## src/rtl/alu_arbiter.sv

```systemverilog
// alu_arbiter: round-robin sharing of one registered add/sub ALU between two ports.
module alu_arbiter #(
  parameter int DATA_BITS = 8
) (
  input  logic                 clk,
  input  logic                 reset,
  input  logic                 req_valid_0,
  output logic                 req_ready_0,
  input  logic [DATA_BITS-1:0] req_a_0,
  input  logic [DATA_BITS-1:0] req_b_0,
  input  logic                 req_sub_0,
  input  logic                 req_valid_1,
  output logic                 req_ready_1,
  input  logic [DATA_BITS-1:0] req_a_1,
  input  logic [DATA_BITS-1:0] req_b_1,
  input  logic                 req_sub_1,
  output logic                 rsp_valid_0,
  input  logic                 rsp_ready_0,
  output logic [DATA_BITS-1:0] rsp_result_0,
  output logic                 rsp_cout_0,
  output logic                 rsp_zero_0,
  output logic                 rsp_valid_1,
  input  logic                 rsp_ready_1,
  output logic [DATA_BITS-1:0] rsp_result_1,
  output logic                 rsp_cout_1,
  output logic                 rsp_zero_1,
  output logic [DATA_BITS-1:0] alu_a,
  output logic [DATA_BITS-1:0] alu_b,
  output logic                 alu_cin,
  input  logic [DATA_BITS-1:0] alu_result,
  input  logic                 alu_cout,
  input  logic                 alu_zero
);
  logic inflight_valid, inflight_id, last_grant;
  logic elig_0, elig_1, grant_0, grant_1;
  always_comb begin
    elig_0 = !reset && req_valid_0 && !(inflight_valid && !inflight_id) && (!rsp_valid_0 || rsp_ready_0);
    elig_1 = !reset && req_valid_1 && !(inflight_valid && inflight_id) && (!rsp_valid_1 || rsp_ready_1);
    // last_grant = 1 means port 1 won last, so port 0 takes the tie
    grant_0 = elig_0 && (!elig_1 || last_grant);
    grant_1 = elig_1 && (!elig_0 || !last_grant);
    req_ready_0 = grant_0;
    req_ready_1 = grant_1;
    alu_a = grant_0 ? req_a_0 : grant_1 ? req_a_1 : '0;
    alu_b = grant_0 ? req_b_0 : grant_1 ? req_b_1 : '0;
    alu_cin = grant_0 ? req_sub_0 : (grant_1 && req_sub_1);
  end
  always_ff @(posedge clk) begin
    if (reset) begin
      inflight_valid <= 1'b0;
      inflight_id <= 1'b0;
      last_grant <= 1'b1;
      rsp_valid_0 <= 1'b0;
      rsp_result_0 <= '0;
      rsp_cout_0 <= 1'b0;
      rsp_zero_0 <= 1'b0;
      rsp_valid_1 <= 1'b0;
      rsp_result_1 <= '0;
      rsp_cout_1 <= 1'b0;
      rsp_zero_1 <= 1'b0;
    end else begin
      inflight_valid <= grant_0 || grant_1;
      if (grant_0 || grant_1) begin
        inflight_id <= grant_1;
        last_grant <= grant_1;
      end
      // capture beats consume when both land on the same edge
      if (inflight_valid && !inflight_id) begin
        rsp_valid_0 <= 1'b1;
        rsp_result_0 <= alu_result;
        rsp_cout_0 <= alu_cout;
        rsp_zero_0 <= alu_zero;
      end else if (rsp_ready_0) rsp_valid_0 <= 1'b0;
      if (inflight_valid && inflight_id) begin
        rsp_valid_1 <= 1'b1;
        rsp_result_1 <= alu_result;
        rsp_cout_1 <= alu_cout;
        rsp_zero_1 <= alu_zero;
      end else if (rsp_ready_1) rsp_valid_1 <= 1'b0;
    end
  end
endmodule

```

## config.mk

```make
export PLATFORM = sky130hd
export DESIGN_NAME = alu_arbiter
export DESIGN_NICKNAME = d
export VERILOG_FILES = /design/src/rtl/alu_arbiter.sv
export SDC_FILE = /design/constraint.sdc
export NUM_CORES = 1
export LEC_CHECK = 0
export CAP_MARGIN = 20
export CORE_UTILIZATION = 36
export CTS_CLUSTER_DIAMETER = 150
export DETAILED_ROUTE_END_ITERATION = 8
export MAX_ROUTING_LAYER = met4
export PLACE_DENSITY_LB_ADDON = 0.25
export SLEW_MARGIN = 5
export SYNTH_ARGS = -nofsm -noshare
export SYNTH_HDL_FRONTEND = slang
export SYNTH_SLANG_ARGS = --single-unit
```

## constraint.sdc

```tcl
create_clock -name clk -period 1.5 [get_ports clk]
set_input_delay 0.15 -clock clk [delete_from_list [all_inputs] [get_ports clk]]
set_output_delay 0.15 -clock clk [all_outputs]
set_load 0.02 [all_outputs]
```

==> Word level (Yosys, flattened, before mapping) <==
Index checks and enable logic that the tools add are counted.
{ "word_totals": {"wordCells": 47, "inputBits": 50, "ff_bits": 25, "out_inout_bits": 41} }
{ "op_classes": {"n_reduce_logical": 27, "muxes": 9} }
{ "op_table": {"columns": ["operator", "n"], "rows": [
  ["8-bit 2-to-1 mux", 4],
  ["1-bit logical AND", 11],
  ["1-bit logical NOT", 9],
  ["1-bit logical OR", 5],
  ["1-bit 2-to-1 mux", 5],
  ["2-bit nonzero test", 2]
]} }

==> Longest topological paths before layout <==
Gate-level depths: netlist of run 1.
{ "depth": {"word_depth": 10, "depth_mapped": 6} }

==> Worst setup path before layout of run 1 <==
No wires, ideal clock.
{ "synth_timing": {"path_kind": "register to output", "start": "register rsp_valid_1", "end": "output port alu_a[4]", "n_path_buf": 2, "required_time_ns": 1.350, "path_slack_ns": -0.100, "stages_incl_launch_ff": 7, "arrival_time_ns": 1.450, "cell_sequence": "dfxtp_1 nand2b_1 and4_4 or2_1 buf_6 buf_6 o32ai_2"} }
{ "synth_via": {"elab_chain_cells": 7} }
{ "synth_rtl": {"columns": ["item", "line_no", "source"], "rows": [
  ["start: declaration", "22", "output logic rsp_valid_1,"],
  ["start signal: assignment", "57", "rsp_valid_1 <= 1'b0;"],
  ["start signal: assignment", "75", "rsp_valid_1 <= 1'b1;"],
  ["start signal: assignment", "79", "end else if (rsp_ready_1) rsp_valid_1 <= 1'b0;"],
  ["1-bit logical NOT *", "38", "elig_1 = !reset && req_valid_1 && !(inflight_valid && inflight_id) && (!rsp_valid_1 || rsp_ready_1);"],
  ["1-bit logical OR *", "38", null],
  ["1-bit logical AND *", "38", null],
  ["1-bit logical NOT", "40", "grant_0 = elig_0 && (!elig_1 || last_grant);"],
  ["1-bit logical OR", "40", null],
  ["1-bit logical AND", "40", null],
  ["8-bit 2-to-1 mux *", "44", "alu_a = grant_0 ? req_a_0 : grant_1 ? req_a_1 : '0;"],
  ["end: declaration", "27", "output logic [DATA_BITS-1:0] alu_a,"]
]} }
Every way passes the cells marked *; elsewhere a longest branch is shown, timed or not.

==> Worst setup path in the final report of run 1 <==
{ "layout_timing": {"start": "register inflight_id", "end": "output port alu_a[2]"} }
{ "layout_via": {"elab_chain_cells": 10} }
{ "layout_rtl": {"columns": ["item", "line_no", "source"], "rows": [
  ["start: declaration", "34", "logic inflight_valid, inflight_id, last_grant;"],
  ["start signal: assignment", "64", "inflight_id <= grant_1;"],
  ["1-bit logical NOT", "37", "elig_0 = !reset && req_valid_0 && !(inflight_valid && !inflight_id) && (!rsp_valid_0 || rsp_ready_0);"],
  ["1-bit logical AND", "37", null],
  ["1-bit logical NOT", "37", null],
  ["1-bit logical AND (2 in a row)", "37", null],
  ["1-bit logical NOT", "41", "grant_1 = elig_1 && (!elig_0 || !last_grant);"],
  ["1-bit logical OR", "41", null],
  ["1-bit logical AND", "41", null],
  ["8-bit 2-to-1 mux", "44", null],
  ["8-bit 2-to-1 mux *", "44", null]
]} }
Marked as above.

==> results of run 1 <==
[kinds of logic after synthesis]
logic type             share of synthesized area, %
and+or+nand+nor                                25.9
AOI/OAI and AO/OA                              27.6
buffers and inverters                          10.1
DFF                                            36.4
[state kept, by name, indices dropped and copies added, names as in the netlist]
register and flops:
last_grant 1, rsp_valid_1 1, inflight_valid 1, rsp_result_0 8
rsp_zero_0 1, rsp_zero_1 1, rsp_result_1 8, rsp_valid_0 1
rsp_cout_0 1, rsp_cout_1 1, inflight_id 1
[per-stage QoR]
stage | hold WS [ns] | power (uW) | util (%)
2_1_floorplan | 0.286 | 1110 | -
3_3_place_gp | 0.442 | 1460 | 69.5
3_5_place_dp | 0.447 | 1460 | 69.5
4_1_cts | 0.441 | 1930 | 74.8
5_1_grt | 0.458 | 2050 | 77.3
6_report | 0.455 | 1950 | 77.3
[synthesized netlist by cell type, types with 2 or more instances]
cell       n
o32ai_1    7
buf_6      2
a21oi_1   25
dfxtp_1   25
nor3_1     2
nand2_1   41
nand2b_1  19
inv_1     18
and2_1     2
o32ai_2   10
clkbuf_1  11
[cell type report]
type	instances	area (um^2)
clock buffer	3	41.3
clock inverter	1	5.00
fill	241	832
inverter	18	67.6
multi-input combinational	115	988
sequential	25	508
tap	48	60.1
timing repair buffer	114	1160
[power groups by stage]
stage | Sequential [uW] | Clock, uW | Combinational [uW]
floorplan | 770 | 0 | 340
global placement | 734 | 0 | 725
detailed placement | 736 | 0 | 729
CTS | 723 | 389 | 813
global route | 730 | 427 | 890
finish | 725 | 386 | 843
[worst paths after layout]
| kind | startpoint | end | slack, ns | cells past startpoint |
|---|---|---|---|---|
| worst max-delay path | inflight_id$_SDFFE_PP0P_ | alu_a[2] | -0.26 | 6 |
| worst min-delay path | rsp_result_1[1]$_SDFFE_PP0P_ | rsp_result_1[1]$_SDFFE_PP0P_ | 0.46 | 2 |
| worst max register to register | inflight_id$_SDFFE_PP0P_ | inflight_id$_SDFFE_PP0P_ | 0.18 | 7 |
| worst min register to register | rsp_result_1[1]$_SDFFE_PP0P_ | rsp_result_1[1]$_SDFFE_PP0P_ | 0.46 | 2 |
[per-layer routing]
| metal | vias up | global-route usage (%) | share of wire (%) |
|---|---|---|---|
| met1 | 716 | 25.3 | 42 |
| met2 | 60 | 37.2 | 53 |
| met3 | 2 | 2.32 | 4.1 |
| li1 | 783 | - | - |
| met5 | - | - | 0 |
| met4 | 0 | 5.97 | 0.62 |
[worst max-delay path, stage by stage, from the launching register on]
cell and delay [ns]:
dfxtp_2 0.37, nand2b_4 0.14, nand3_4 0.09, or2_4 0.31, buf_6 0.15, o32ai_2 0.10
buf_4 0.19
[what timing repair did]
action,4_1_cts,5_1_grt
endpoints found under the setup margin,19,20
setup buffers,5,5
pin swaps,4,12
gates resized for setup,124,27
gates cloned,2,0
==> impl_metrics.json, run 1 <==
{
  "clk_latency_ns": 0.26,
  "finalSetupTns_ns": -4.21,
  "dp_hpwl_mm": 2.88,
  "violations": "negative setup slack",
  "avgSynthCellArea_um2": 7.99,
  "grt_pass1_vias": 1434,
  "dpl_cell_area_mm2": 0.00254,
  "grt_pass1_wl_mm": 6.51,
  "ys_seq_area_share_pct": 36.4,
  "rsz0062_at_grt": "yes",
  "placedCellCount": 312,
  "finalNonFillerCells": 324,
  "p_per_area_mw_per_mm2": 690,
  "critPathArrivalTime_ns": 1.61,
  "num_vias": 1561,
  "ys_warn_count": 0,
  "ys_ff_latch": 25,
  "clk_pin_slew_ns": 0.09,
  "postRouteAntennaNets": 0,
  "fin_nets": 327,
  "fin_skew_ns": 0.00818,
  "synth.cell_area_mm2": 0.00138,
  "finalCritPeriodShare_pct": 117,
  "dp_slack_ns": -0.808,
  "n_antenna_cell": 0,
  "viasPerCell": 4.82,
  "crit_type": "flop to output pin",
  "clkPwrFrac_pct": 19.8,
  "worstMarginPinSlew_ns": 0.351,
  "critical_path.startpoint_type": "flop",
  "drive_gt1_share_pct": 29.0,
  "hold_violations": 0,
  "power_frac_seq_pct": 37.1,
  "routedWlPerCell_um": 13.0,
  "holdBufCountCts": 0,
  "grt_antenna_before_repair": 0,
  "io_buffers": 90,
  "htreeDepth": 1,
  "cts_buffer_depth": 2,
  "synth_flop_cell": "dfxtp_1",
  "fp.coreArea_mm2": 0.00366,
  "synth.distinct_cells": 21,
  "switching_power_uw": 610,
  "grtUsageTotal_pct": 21.1,
  "peakVddDrop_uv": 372,
  "die-width_um": 63.8,
  "start_util_pct": 37.6,
  "combPwrFrac_pct": 43.1,
  "synthToLayoutAreaGrowth_pct": 106,
  "die_h_um": 63.8,
  "synth_top_area_cell": "dfxtp_1",
  "place_congestion": 0.784,
  "swShare_pct": 31.2,
  "grt_max_degree": 21,
  "yosysTopAreaCellShare_pct": 36.4,
  "synth_nets": 222,
  "synthTopCellsByArea": "dfxtp_1, o32ai_2, nand2_1",
  "synth-edff-count": 0,
  "detail_route.first_pass.iterations": 4,
  "setup_viol": 19,
  "root_buffer": "clkbuf_8",
  "ioPinCount": 91,
  "path_max_fanout": 5,
  "p_int_uw": 1340,
  "async_flop_share_pct": 0,
  "overflow": 0,
  "finalWorstSetupSlack_ns": -0.260,
  "routed_wl_mm": 4.21,
  "postSynthCellCount": 172,
  "final_area_mm2": 0.00283,
  "final_common_cell": "clkdlybuf4s50_1",
  "layout_common_cells": "clkdlybuf4s50_1, nand2_1, a21oi_1, dfxtp_1, buf_4",
  "relSlewSlack_pct": 76.6,
  "hp-class": "flop to flop",
  "max_freq_mhz": 568,
  "drt_iter0_drc": 67,
  "numClockSinks": 25,
  "cts_buffers": 3,
  "leakage_uw": 0.00110,
  "die_area_mm2": 0.00407,
  "status": "complete, but fails checks",
  "drc_errors": 0,
  "placementRows": 22,
  "crit_required_ns": 1.35,
  "period_needed_ns": 1.76,
  "maxCapViolCount": 0,
  "cts_tree": "yes",
  "setup.worst_path.end_class": "output pin",
  "drv_slew": 0
}
No activity file was read; power rests on OpenSTA's default activity.
==> inputs of run 2 (changes only) <==
- SETUP_SLACK_MARGIN: unset -> 0.4
==> run 2 against run 1 <==
Net effect:
- the flow still finishes with violations (negative setup slack)
- final cell count rose by 3.1%
- sequential share of layout area fell by 0.33 points
- global-route usage rose by 2.8 points
- worst hold slack got worse by 0.18 ns
- non-clock buffer count rose by 9
- fmax fell by 1.6%
- register-to-register slack got worse by 0.03 ns
- sequential power barely moved
- utilization rose by 2.2 points
- setup slack got worse by 0.028 ns
- critical endpoint is now alu_a[4]
- largest power group unchanged
==> impl_metrics.json, run 2 (synthesis results as in run 1) <==
{
  "rsz0062_at_grt": "yes",
  "drc_errors": 0,
  "dp_hpwl_mm": 3.22,
  "clk_pin_slew_ns": 0.09,
  "status": "complete, but fails checks",
  "grtUsageTotal_pct": 23.9,
  "crit_type": "flop to output pin",
  "drive_gt1_share_pct": 40.9,
  "routed_wl_mm": 4.96,
  "n_antenna_cell": 0,
  "holdBufCountCts": 0,
  "fin_nets": 337,
  "finalWorstSetupSlack_ns": -0.288,
  "period_needed_ns": 1.79,
  "relSlewSlack_pct": 85.4,
  "setup_viol": 19,
  "detail_route.first_pass.iterations": 4,
  "worstMarginPinSlew_ns": 0.217,
  "clk_latency_ns": 0.26,
  "htreeDepth": 1,
  "io_buffers": 90,
  "critical_path.startpoint_type": "flop",
  "hp-class": "input pin to flop",
  "placementRows": 22,
  "grt_pass1_vias": 1573,
  "drt_iter0_drc": 34,
  "setup.worst_path.end_class": "output pin",
  "grt_antenna_before_repair": 0,
  "cts_buffers": 3,
  "reg_top3": "rsp_result_0 (8), rsp_result_1 (8)",
  "place_congestion": 0.817,
  "num_vias": 1642,
  "leakage_uw": 0.00121,
  "maxCapViolCount": 0,
  "die-width_um": 63.8,
  "total_power_uw": 2030,
  "overflow": 0,
  "postRouteAntennaNets": 0,
  "peakVddDrop_uv": 436,
  "grt_max_degree": 21,
  "synthToLayoutAreaGrowth_pct": 112,
  "path_max_fanout": 7,
  "start_util_pct": 37.6,
  "hold_violations": 0,
  "fin_skew_ns": 0.00335,
  "drv_slew": 0,
  "routedWlPerCell_um": 14.8,
  "cts_tree": "yes",
  "max_freq_mhz": 559,
  "fp.coreArea_mm2": 0.00366,
  "dp_slack_ns": -0.766,
  "hold-worst-slack_ns": 0.275,
  "final_util_pct": 79.5,
  "die_h_um": 63.8,
  "final_common_cell": "clkdlybuf4s50_1",
  "layout_common_cells": "clkdlybuf4s50_1, nand2_1, buf_4, dfxtp_1, a21oi_1",
  "critPathArrivalTime_ns": 1.64,
  "numClockSinks": 25,
  "finalCritPeriodShare_pct": 119,
  "crit_required_ns": 1.35,
  "root_buffer": "clkbuf_8",
  "grt_pass1_wl_mm": 7.36,
  "cts_buffer_depth": 2,
  "viasPerCell": 4.92,
  "ioPinCount": 91,
  "die_area_mm2": 0.00407,
  "p_per_area_mw_per_mm2": 697,
  "violations": "negative setup slack"
}
## run 2: cell types whose count changed in the layout (fill, tap and decap cells not counted), moves of 3 or more
cell | before | now
a21oi_1 | 25 | 20
a21oi_2 | 0 | 5
buf_12 | 2 | 7
buf_4 | 20 | 25
clkbuf_2 | 0 | 14
clkdlybuf4s15_1 | 0 | 7
clkdlybuf4s50_1 | 69 | 47
nand2_1 | 41 | 34
nand2_2 | 0 | 4
nand2_4 | 1 | 4
o32ai_2 | 3 | 7
o32ai_4 | 14 | 10
## run 2: report_power, final
group          internal [uW]  switching, uW  leakage [uW]
registers                699           29.2      0.000206
logic                    496            410      0.000977
clock network            190            206     0.0000228
## run 2: per-layer routing
| metal | part of all wire [%] | up-vias | track usage, % |
|---|---|---|---|
| met2 | 55 | 56 | 44.3 |
| li1 | - | 808 | - |
| met4 | 0.77 | 0 | 5.11 |
| met3 | 4.7 | 4 | 3.93 |
| met5 | 0 | - | - |
| met1 | 40 | 774 | 26.7 |
## run 2: what timing repair did
action | in CTS | in global routing
setup buffers | 8 | 5
endpoints found under the setup margin | 64 | 59
pin swaps | 3 | 3
cloned | 2 | 1
resized for setup | 146 | 57
## run 2: metrics by stage
| step | cell area, um^2 | TNS (ns) | std cells |
|---|---|---|---|
| after floorplan | 1590 | 0 | 172 |
| after global placement | 2640 | -13.49 | 314 |
| after detailed placement | 2640 | -13.82 | 314 |
| after CTS | 2810 | -4.61 | 328 |
| after global routing | 2910 | -6.13 | 334 |
| final | 2910 | -4.99 | 334 |
## run 2: final cells by class
class                           instances  area [um^2]
Inverter                               18         67.6
Multi-Input combinational cell        116         1010
Timing Repair Buffer                  123         1220
Sequential cell                        25          513
Fill cell                             238          751
Clock buffer                            4         45.0
Tap cell                               48         60.1
## run 2: worst paths after layout
kind | from | endpoint | slack [ns] | cells past startpoint
max | inflight_id$_SDFFE_PP0P_ | alu_a[4] | -0.29 | 7
min | reset | inflight_valid$_SDFF_PP0_ | 0.27 | 3
max reg2reg | inflight_id$_SDFFE_PP0P_ | last_grant$_SDFFE_PP1P_ | 0.15 | 6
min reg2reg | rsp_result_1[2]$_SDFFE_PP0P_ | rsp_result_1[2]$_SDFFE_PP0P_ | 0.46 | 2
## run 2: critical path: stages (launching register included)
cell	delay [ns]
dfxtp_4	0.37
nand2b_4	0.15
nand3_4	0.09
o211ai_4	0.10
buf_12	0.16
buf_4	0.14
o32ai_4	0.21
buf_6	0.16
